<file path="config.mk">
export PLATFORM = sky130hd
export DESIGN_NAME = io_serial_receiver_flat
export DESIGN_NICKNAME = d
export VERILOG_FILES = /design/src/rtl/io_serial_receiver_pkg.sv /design/src/rtl/io_serial_receiver_if.sv /design/src/rtl/io_serial_rx_fifo.sv /design/src/rtl/io_serial_receiver.sv /design/src/flat_wrapper.sv
export SDC_FILE = /design/constraint.sdc
export NUM_CORES = 1
export LEC_CHECK = 0
export ABC_CLOCK_PERIOD_IN_PS = 2600
export BUFFER_PORTS_ARGS = -buffer_cell sky130_fd_sc_hd__buf_2
export CAP_MARGIN = 5
export CORE_MARGIN = 8
export CORE_UTILIZATION = 50
export CTS_BUF_LIST = sky130_fd_sc_hd__clkbuf_8
export CTS_CLUSTER_SIZE = 14
export DETAILED_ROUTE_END_ITERATION = 8
export GPL_TIMING_DRIVEN = 0
export PLACE_DENSITY = 0.66
export SLEW_MARGIN = 30
export SYNTH_ARGS = -nofsm -noshare
export SYNTH_HDL_FRONTEND = slang
export SYNTH_SLANG_ARGS = --single-unit
export TNS_END_PERCENT = 5
</file>
<file path="constraint.sdc">
create_clock -name clk -period 2.6 [get_ports clk]
set_input_delay 0.26 -clock clk [delete_from_list [all_inputs] [get_ports clk]]
set_output_delay 0.26 -clock clk [all_outputs]
set_load 0.02 [all_outputs]
</file>
<file path="src/rtl/io_serial_receiver_pkg.sv">
// Shared types for the IO unit serial receive path.
//   SERIAL_RX_DATA_WIDTH / SerialRxDataPath : one received character
//   SerialRxState                           : receiver FSM states
//   SerialRxFifoPtr                         : FIFO pointer for the default depth
//                                             (extra MSB distinguishes full/empty)
package io_serial_receiver_pkg;
  localparam int SERIAL_RX_DATA_WIDTH = 8;
  typedef logic [SERIAL_RX_DATA_WIDTH-1:0] SerialRxDataPath;

  typedef enum logic [1:0] {IDLE, START, DATA, STOP} SerialRxState;

  localparam int SERIAL_RX_FIFO_DEPTH = 4;
  typedef logic [$clog2(SERIAL_RX_FIFO_DEPTH):0] SerialRxFifoPtr;
endpackage

</file>
<file path="src/rtl/io_serial_receiver_if.sv">
// Processor-side bus of the serial receiver.
//   master : the receiver (drives data/valid/flags, takes read/clear strobes)
//   slave  : the IO unit register block that pops bytes and clears errors
interface io_serial_receiver_if;
  import io_serial_receiver_pkg::*;

  logic            rxValid;
  SerialRxDataPath rxData;
  logic            rxRead;
  logic            rxOverrun;
  logic            rxFramingError;
  logic            errClear;

  modport master (
    output rxValid, rxData, rxOverrun, rxFramingError,
    input  rxRead, errClear
  );

  modport slave (
    input  rxValid, rxData, rxOverrun, rxFramingError,
    output rxRead, errClear
  );
endinterface

</file>
<file path="src/rtl/io_serial_rx_fifo.sv">
// First-word-fall-through receive FIFO.
//   clk, rst_n : clock, async active-low reset (empties the FIFO)
//   push/wrData: write one byte (ignored by the caller's choice when full)
//   pop        : remove head byte; ignored when empty
//   rdData     : head byte, forced to 0 while empty
//   full/empty : occupancy status
module io_serial_rx_fifo
  import io_serial_receiver_pkg::*;
#(
  parameter int DEPTH = 4
) (
  input  logic            clk,
  input  logic            rst_n,
  input  logic            push,
  input  SerialRxDataPath wrData,
  input  logic            pop,
  output SerialRxDataPath rdData,
  output logic            full,
  output logic            empty
);
  localparam int AW = $clog2(DEPTH);

  // One extra pointer bit: equal pointers mean empty, MSB-only difference means full.
  logic [AW:0]     wrPtr, rdPtr;
  SerialRxDataPath mem [DEPTH];
  logic            doPush, doPop;

  assign empty  = (wrPtr == rdPtr);
  assign full   = (wrPtr[AW] != rdPtr[AW]) && (wrPtr[AW-1:0] == rdPtr[AW-1:0]);
  assign doPop  = pop && !empty;
  // A pop in the same cycle frees the slot, so a full FIFO still accepts the push.
  assign doPush = push && (!full || doPop);
  assign rdData = empty ? '0 : mem[rdPtr[AW-1:0]];

  always_ff @(posedge clk or negedge rst_n) begin
    if (!rst_n) begin
      wrPtr <= '0;
      rdPtr <= '0;
    end else begin
      if (doPush) wrPtr <= wrPtr + (AW+1)'(1);
      if (doPop)  rdPtr <= rdPtr + (AW+1)'(1);
    end
  end

  always_ff @(posedge clk) begin
    if (doPush) mem[wrPtr[AW-1:0]] <= wrData;
  end
endmodule

</file>
<file path="src/rtl/io_serial_receiver.sv">
// 8N1 serial receiver with FIFO and sticky error flags.
//   clk, rst_n : core clock, async active-low reset
//   serialIn   : asynchronous serial line, idles high
//   rx         : processor-side bus (valid/data/read, overrun/framing flags, clear)
// Bits are timed by counting CLKS_PER_BIT core clocks; samples land at bit centres.
module io_serial_receiver
  import io_serial_receiver_pkg::*;
#(
  parameter int CLKS_PER_BIT = 16,
  parameter int FIFO_DEPTH   = 4
) (
  input  logic clk,
  input  logic rst_n,
  input  logic serialIn,
  io_serial_receiver_if.master rx
);
  localparam int CW = $clog2(CLKS_PER_BIT);

  logic            lineMeta, lineS;
  SerialRxState    state;
  logic [CW-1:0]   cnt;
  logic [2:0]      bitIdx;
  SerialRxDataPath shReg;
  logic            stopSample, pushByte, frameBad;
  logic            fifoFull, fifoEmpty, dropByte;
  logic            overrun, framingError;

  // Two-flop synchronizer, reset to the idle (high) level.
  always_ff @(posedge clk or negedge rst_n) begin
    if (!rst_n) begin
      lineMeta <= 1'b1;
      lineS    <= 1'b1;
    end else begin
      lineMeta <= serialIn;
      lineS    <= lineMeta;
    end
  end

  always_ff @(posedge clk or negedge rst_n) begin
    if (!rst_n) begin
      state  <= IDLE;
      cnt    <= '0;
      bitIdx <= '0;
      shReg  <= '0;
    end else begin
      case (state)
        IDLE: if (!lineS) begin
          // Half a bit to reach the centre of the start bit.
          cnt   <= CW'(CLKS_PER_BIT/2 - 1);
          state <= START;
        end
        START: if (cnt != '0) cnt <= cnt - CW'(1);
          else if (lineS) state <= IDLE;  // too short to be a start bit
          else begin
            cnt    <= CW'(CLKS_PER_BIT - 1);
            bitIdx <= '0;
            state  <= DATA;
          end
        DATA: if (cnt != '0) cnt <= cnt - CW'(1);
          else begin
            // LSB arrives first; shifting right in from the top leaves it at bit 0.
            shReg  <= {lineS, shReg[SERIAL_RX_DATA_WIDTH-1:1]};
            cnt    <= CW'(CLKS_PER_BIT - 1);
            bitIdx <= bitIdx + 3'd1;
            if (bitIdx == 3'd7) state <= STOP;
          end
        STOP: if (cnt != '0) cnt <= cnt - CW'(1);
          else state <= IDLE;
        default: state <= IDLE;
      endcase
    end
  end

  assign stopSample = (state == STOP) && (cnt == '0);
  assign pushByte   = stopSample && lineS;
  assign frameBad   = stopSample && !lineS;
  assign dropByte   = pushByte && fifoFull && !(rx.rxRead && !fifoEmpty);

  io_serial_rx_fifo #(.DEPTH(FIFO_DEPTH)) uFifo (
    .clk    (clk),
    .rst_n  (rst_n),
    .push   (pushByte),
    .wrData (shReg),
    .pop    (rx.rxRead),
    .rdData (rx.rxData),
    .full   (fifoFull),
    .empty  (fifoEmpty)
  );

  // Sticky flags: a new event in the clear cycle wins.
  always_ff @(posedge clk or negedge rst_n) begin
    if (!rst_n) begin
      overrun      <= 1'b0;
      framingError <= 1'b0;
    end else begin
      if (dropByte)         overrun <= 1'b1;
      else if (rx.errClear) overrun <= 1'b0;
      if (frameBad)         framingError <= 1'b1;
      else if (rx.errClear) framingError <= 1'b0;
    end
  end

  assign rx.rxValid        = !fifoEmpty;
  assign rx.rxOverrun      = overrun;
  assign rx.rxFramingError = framingError;
endmodule

</file>
<file path="src/flat_wrapper.sv">
// flat-port wrapper written by rule: the top's interface ports become plain ports
module io_serial_receiver_flat import io_serial_receiver_pkg::*;
#(
  parameter int CLKS_PER_BIT = 16,
  parameter int FIFO_DEPTH   = 4
)
  (clk, rst_n, serialIn, rx_rxValid, rx_rxData, rx_rxOverrun, rx_rxFramingError, rx_rxRead, rx_errClear);
  io_serial_receiver_if rx_i ();
  input  logic clk;
  input  logic rst_n;
  input  logic serialIn;
  output wire logic [$bits(rx_i.rxValid)-1:0] rx_rxValid;
  output wire logic [$bits(rx_i.rxData)-1:0] rx_rxData;
  output wire logic [$bits(rx_i.rxOverrun)-1:0] rx_rxOverrun;
  output wire logic [$bits(rx_i.rxFramingError)-1:0] rx_rxFramingError;
  input wire logic [$bits(rx_i.rxRead)-1:0] rx_rxRead;
  input wire logic [$bits(rx_i.errClear)-1:0] rx_errClear;
  assign rx_rxValid = rx_i.rxValid;
  assign rx_rxData = rx_i.rxData;
  assign rx_rxOverrun = rx_i.rxOverrun;
  assign rx_rxFramingError = rx_i.rxFramingError;
  assign rx_i.rxRead = rx_rxRead;
  assign rx_i.errClear = rx_errClear;
  io_serial_receiver #(.CLKS_PER_BIT(CLKS_PER_BIT), .FIFO_DEPTH(FIFO_DEPTH)) u_core (.clk(clk), .rst_n(rst_n), .serialIn(serialIn), .rx(rx_i));
endmodule
</file>
==> impl_metrics.sql <==
INSERT INTO impl_metrics (metric_group, metric, value, unit) VALUES
('sta', 'fin_worst_skew', '4.86', 'ps'),
('sta', 'finalHoldViolCount', '0', ''),
('critical_path', 'critical-path-max-stage-delay', '440', 'ps'),
('sta', 'final_max_slew_violation_count', '0', ''),
('clock_network', 'cts_max_level', '3', ''),
('clock_network', 'clock_tree.buffer_depth', '2', ''),
('sta', 'worst_max_slew_pin_slew', '611', 'ps'),
('finish', 'syn_to_final_growth', '12.9', '%'),
('floorplan', 'starting_density', '0.519', ''),
('critical_path', 'crit_fanout', '9', ''),
('clock_network', 'cts_tree', 'done', ''),
('finish', 'diode_insertion_count_for_antenna_repair', '0', ''),
('floorplan', 'fp.coreArea', '5110', 'um2'),
('global_route', 'grt.overflow.total', '0', ''),
('clock_network', 'clk_pin_slew_worst_paths', '60', 'ps'),
('global_route', 'first_pass_grt_wire_length', '7.62', 'mm'),
('route', 'vias_per_cell', '5.45', ''),
('logic_synthesis', 'async_s_r_ff_share_synth', '0.458', ''),
('route', 'remaining_drc_errors', '0', ''),
('run_status', 'status', 'complete, no violations', ''),
('floorplan', 'rows', '26', ''),
('clock_network', 'clkSinkCount', '59', ''),
('pwr', 'psw', '1.13', 'mW'),
('pwr', 'portion_of_total_power_attributed_to_the_clock_network', '0.225', ''),
('finish', 'fin_util', '0.586', ''),
('floorplan', 'ios', '16', ''),
('logic_synthesis', 'yosysMostFrequentCell', 'sky130_fd_sc_hd__edfxtp_1', ''),
('critical_path', 'critical_path.slowest_cell', 'sky130_fd_sc_hd__and2_1', ''),
('logic_synthesis', 'synthTopCellsByArea', 'sky130_fd_sc_hd__edfxtp_1, sky130_fd_sc_hd__dfrtp_1, sky130_fd_sc_hd__mux4_2', ''),
('floorplan', 'die-area', '7890', 'um2'),
('placement', 'dp.final_hpwl', '3.05', 'mm'),
('critical_path', 'cp_cell_sequence', 'inv_1, ha_1, nor3b_4, nand3_2, nor2_4, and2_1', ''),
('pwr', 'power_per_cell_area', '1050', 'nW/um2'),
('critical_path', 'crit_start', 'u_core.cnt[0]', ''),
('pwr', 'comb_power_share', '0.383', ''),
('pwr', 'power.internal', '2.02', 'mW'),
('logic_synthesis', 'ys_warn_count', '0', ''),
('placement', 'buffer_ports.inserted', '15', ''),
('logic_synthesis', 'ys_ff_latch', '59', ''),
('floorplan', 'floorplan.die.height', '88.8', 'um'),
('logic_synthesis', 'synth_fp_nets', '185', ''),
('pwr', 'power', '3.15', 'mW'),
('critical_path', 'setup.worst_path.start_class', 'flop', ''),
('worst_hold_path', 'hp_start', 'serialIn', ''),
('global_route', 'antenna_found_initial', '0', ''),
('sta', 'post-route-min-period', '2260', 'ps'),
('pwr', 'swShare', '0.359', ''),
('critical_path', 'r2r-end', 'u_core.uFifo.mem[1][3]', ''),
('clock_network', 'worstSkewPairLatency', '330', 'ps'),
('route', 'via_count', '1466', ''),
('global_route', 'grt_use_total', '0.132', ''),
('critical_path', 'worstPathArrival', '2240', 'ps'),
('route', 'ant_nets', '0', ''),
('route', 'drt-initial-drc-count', '59', ''),
('clock_network', 'cts_inserted_buffers', '9', ''),
('placement', 'gpl.final_weighted_congestion', '0.774', ''),
('sta', 'setup_tns', '0', 'ps'),
('logic_synthesis', 'synth_enable_flop_cells', '32', ''),
('critical_path', 'cp-end-kind', 'flop', ''),
('critical_path', 'reg2reg_setup_slack', '340', 'ps'),
('critical_path', 'critical-path-top-delay-family', 'simple AND/OR/NAND/NOR gates', ''),
('clock_network', 'post-cts-setup-buffers', '0', ''),
('critical_path', 'critical_path_required', '2580', 'ps'),
('logic_synthesis', 'synth.top_cells.by_count', 'sky130_fd_sc_hd__edfxtp_1, sky130_fd_sc_hd__dfrtp_1, sky130_fd_sc_hd__ha_1', ''),
('logic_synthesis', 'synth.distinct_cells', '41', ''),
('logic_synthesis', 'synth_cells', '167', ''),
('logic_synthesis', 'synth_top_area_frac', '0.363', ''),
('worst_hold_path', 'min_delay_worst_endpoint', 'u_core.lineMeta', ''),
('logic_synthesis', 'synthFlopType', 'sky130_fd_sc_hd__edfxtp_1', ''),
('global_route', 'grt_max_degree', '28', ''),
('pwr', 'power.leakage', '1.21', 'nW');
cells in the final DEF (no fill, tap or decap), types with 2 or more instances in the layout:
master / n
sky130_fd_sc_hd__xor2_1: 2
sky130_fd_sc_hd__ha_1: 13
sky130_fd_sc_hd__mux2_1: 9
sky130_fd_sc_hd__a22o_1: 3
sky130_fd_sc_hd__o31ai_1: 2
sky130_fd_sc_hd__a21oi_1: 2
sky130_fd_sc_hd__clkbuf_8: 10
sky130_fd_sc_hd__buf_4: 2
sky130_fd_sc_hd__buf_2: 16
sky130_fd_sc_hd__o21ai_0: 4
sky130_fd_sc_hd__clkinv_2: 4
sky130_fd_sc_hd__nor3b_4: 2
sky130_fd_sc_hd__xnor2_1: 4
sky130_fd_sc_hd__mux4_2: 8
sky130_fd_sc_hd__and3_1: 2
sky130_fd_sc_hd__and2_1: 12
sky130_fd_sc_hd__dfrtp_1: 25
sky130_fd_sc_hd__inv_1: 8
sky130_fd_sc_hd__a32o_1: 2
sky130_fd_sc_hd__dfstp_2: 2
sky130_fd_sc_hd__mux2_2: 4
sky130_fd_sc_hd__edfxtp_1: 32
sky130_fd_sc_hd__nor2_1: 6
sky130_fd_sc_hd__nand2_1: 3
state kept, by name, indices dropped and copies added (netlist names), named ones only:
register / flops
u_core.lineS: 1
u_core.lineMeta: 1
u_core.rx.rxOverrun: 1
u_core.rx.rxFramingError: 1
u_core.uFifo.mem: 32
u_core.uFifo.wrPtr: 3
u_core.cnt: 4
u_core.state: 1
u_core.shReg: 8
u_core.uFifo.rdPtr: 3
u_core.bitIdx: 3
power groups by stage:
stage	sequential (mW)	clock [mW]	combinational, mW
after floorplan	1.22	0	0.926
final	1.23	0.707	1.21
after global routing	1.24	0.765	1.34
after global placement	1.23	0	1.17
after detailed placement	1.25	0	1.22
after CTS	1.23	0.723	1.22
timing repair:
action                                 CTS  global route
endpoints found under the hold margin   25             0
resized for setup                        0             0
hold buffers                             1             0
routing by layer:
layer  track usage  up-vias  part of all wire
li1              -      680                 -
met4        0.0799        0             0.020
met5             0        -                 0
met1         0.139      750              0.42
met3        0.0390        9             0.048
met2         0.227       27              0.51
how the worst max path moves through the flow:
| stage | to | depth (start not counted) | slack [ps] |
|---|---|---|---|
| 2_1_floorplan | u_core.uFifo.mem[1][0] | 6 | 720 |
| 3_3_place_gp | u_core.uFifo.mem[0][1] | 6 | 380 |
| 3_5_place_dp | u_core.uFifo.mem[2][1] | 6 | 330 |
| 4_1_cts | u_core.uFifo.mem[2][7] | 6 | 320 |
| 5_1_grt | u_core.uFifo.mem[0][5] | 6 | 180 |
| 6_report | u_core.uFifo.mem[1][3] | 6 | 340 |
worst register-to-register path: stages, from the launching register on:
cell	delay (ps)
sky130_fd_sc_hd__dfrtp_1	400
sky130_fd_sc_hd__inv_1	80
sky130_fd_sc_hd__ha_1	220
sky130_fd_sc_hd__nor3b_4	400
sky130_fd_sc_hd__nand3_2	190
sky130_fd_sc_hd__nor2_4	180
sky130_fd_sc_hd__and2_1	440
kinds of logic after synthesis:
family	count (synthesis)	share of synthesized area
mux	21	0.123
buf+inv	13	0.0245
compound gates	22	0.0623
flops	59	0.619
simple gates	32	0.0840
fa+ha+maj	13	0.0614
xor+xnor	7	0.0260
layout make-up:
type | count | area share
plain buffers | 5 | 0.0117
clock buffers | 10 | 0.0460
repair buffers | 16 | 0.0284
flip-flops and latches | 59 | 0.548
well taps | 70 | 0.0293
clock inverters | 6 | 0.0105
multi-input cells | 95 | 0.316
inverters | 8 | 0.0100
stage by stage:
stage | hold WS [ps] | instance area [um2] | setup slack [ps] | cells
floorplan | -35.6 | 2650 | 719 | 167
global placement | 303 | 2810 | 378 | 252
detailed placement | 312 | 2810 | 333 | 252
CTS | 9.03 | 2990 | 319 | 269
global route | 5.87 | 2990 | 184 | 269
finish | 25.2 | 2990 | 338 | 269
Note: power is estimated with default switching activity, not from simulation.
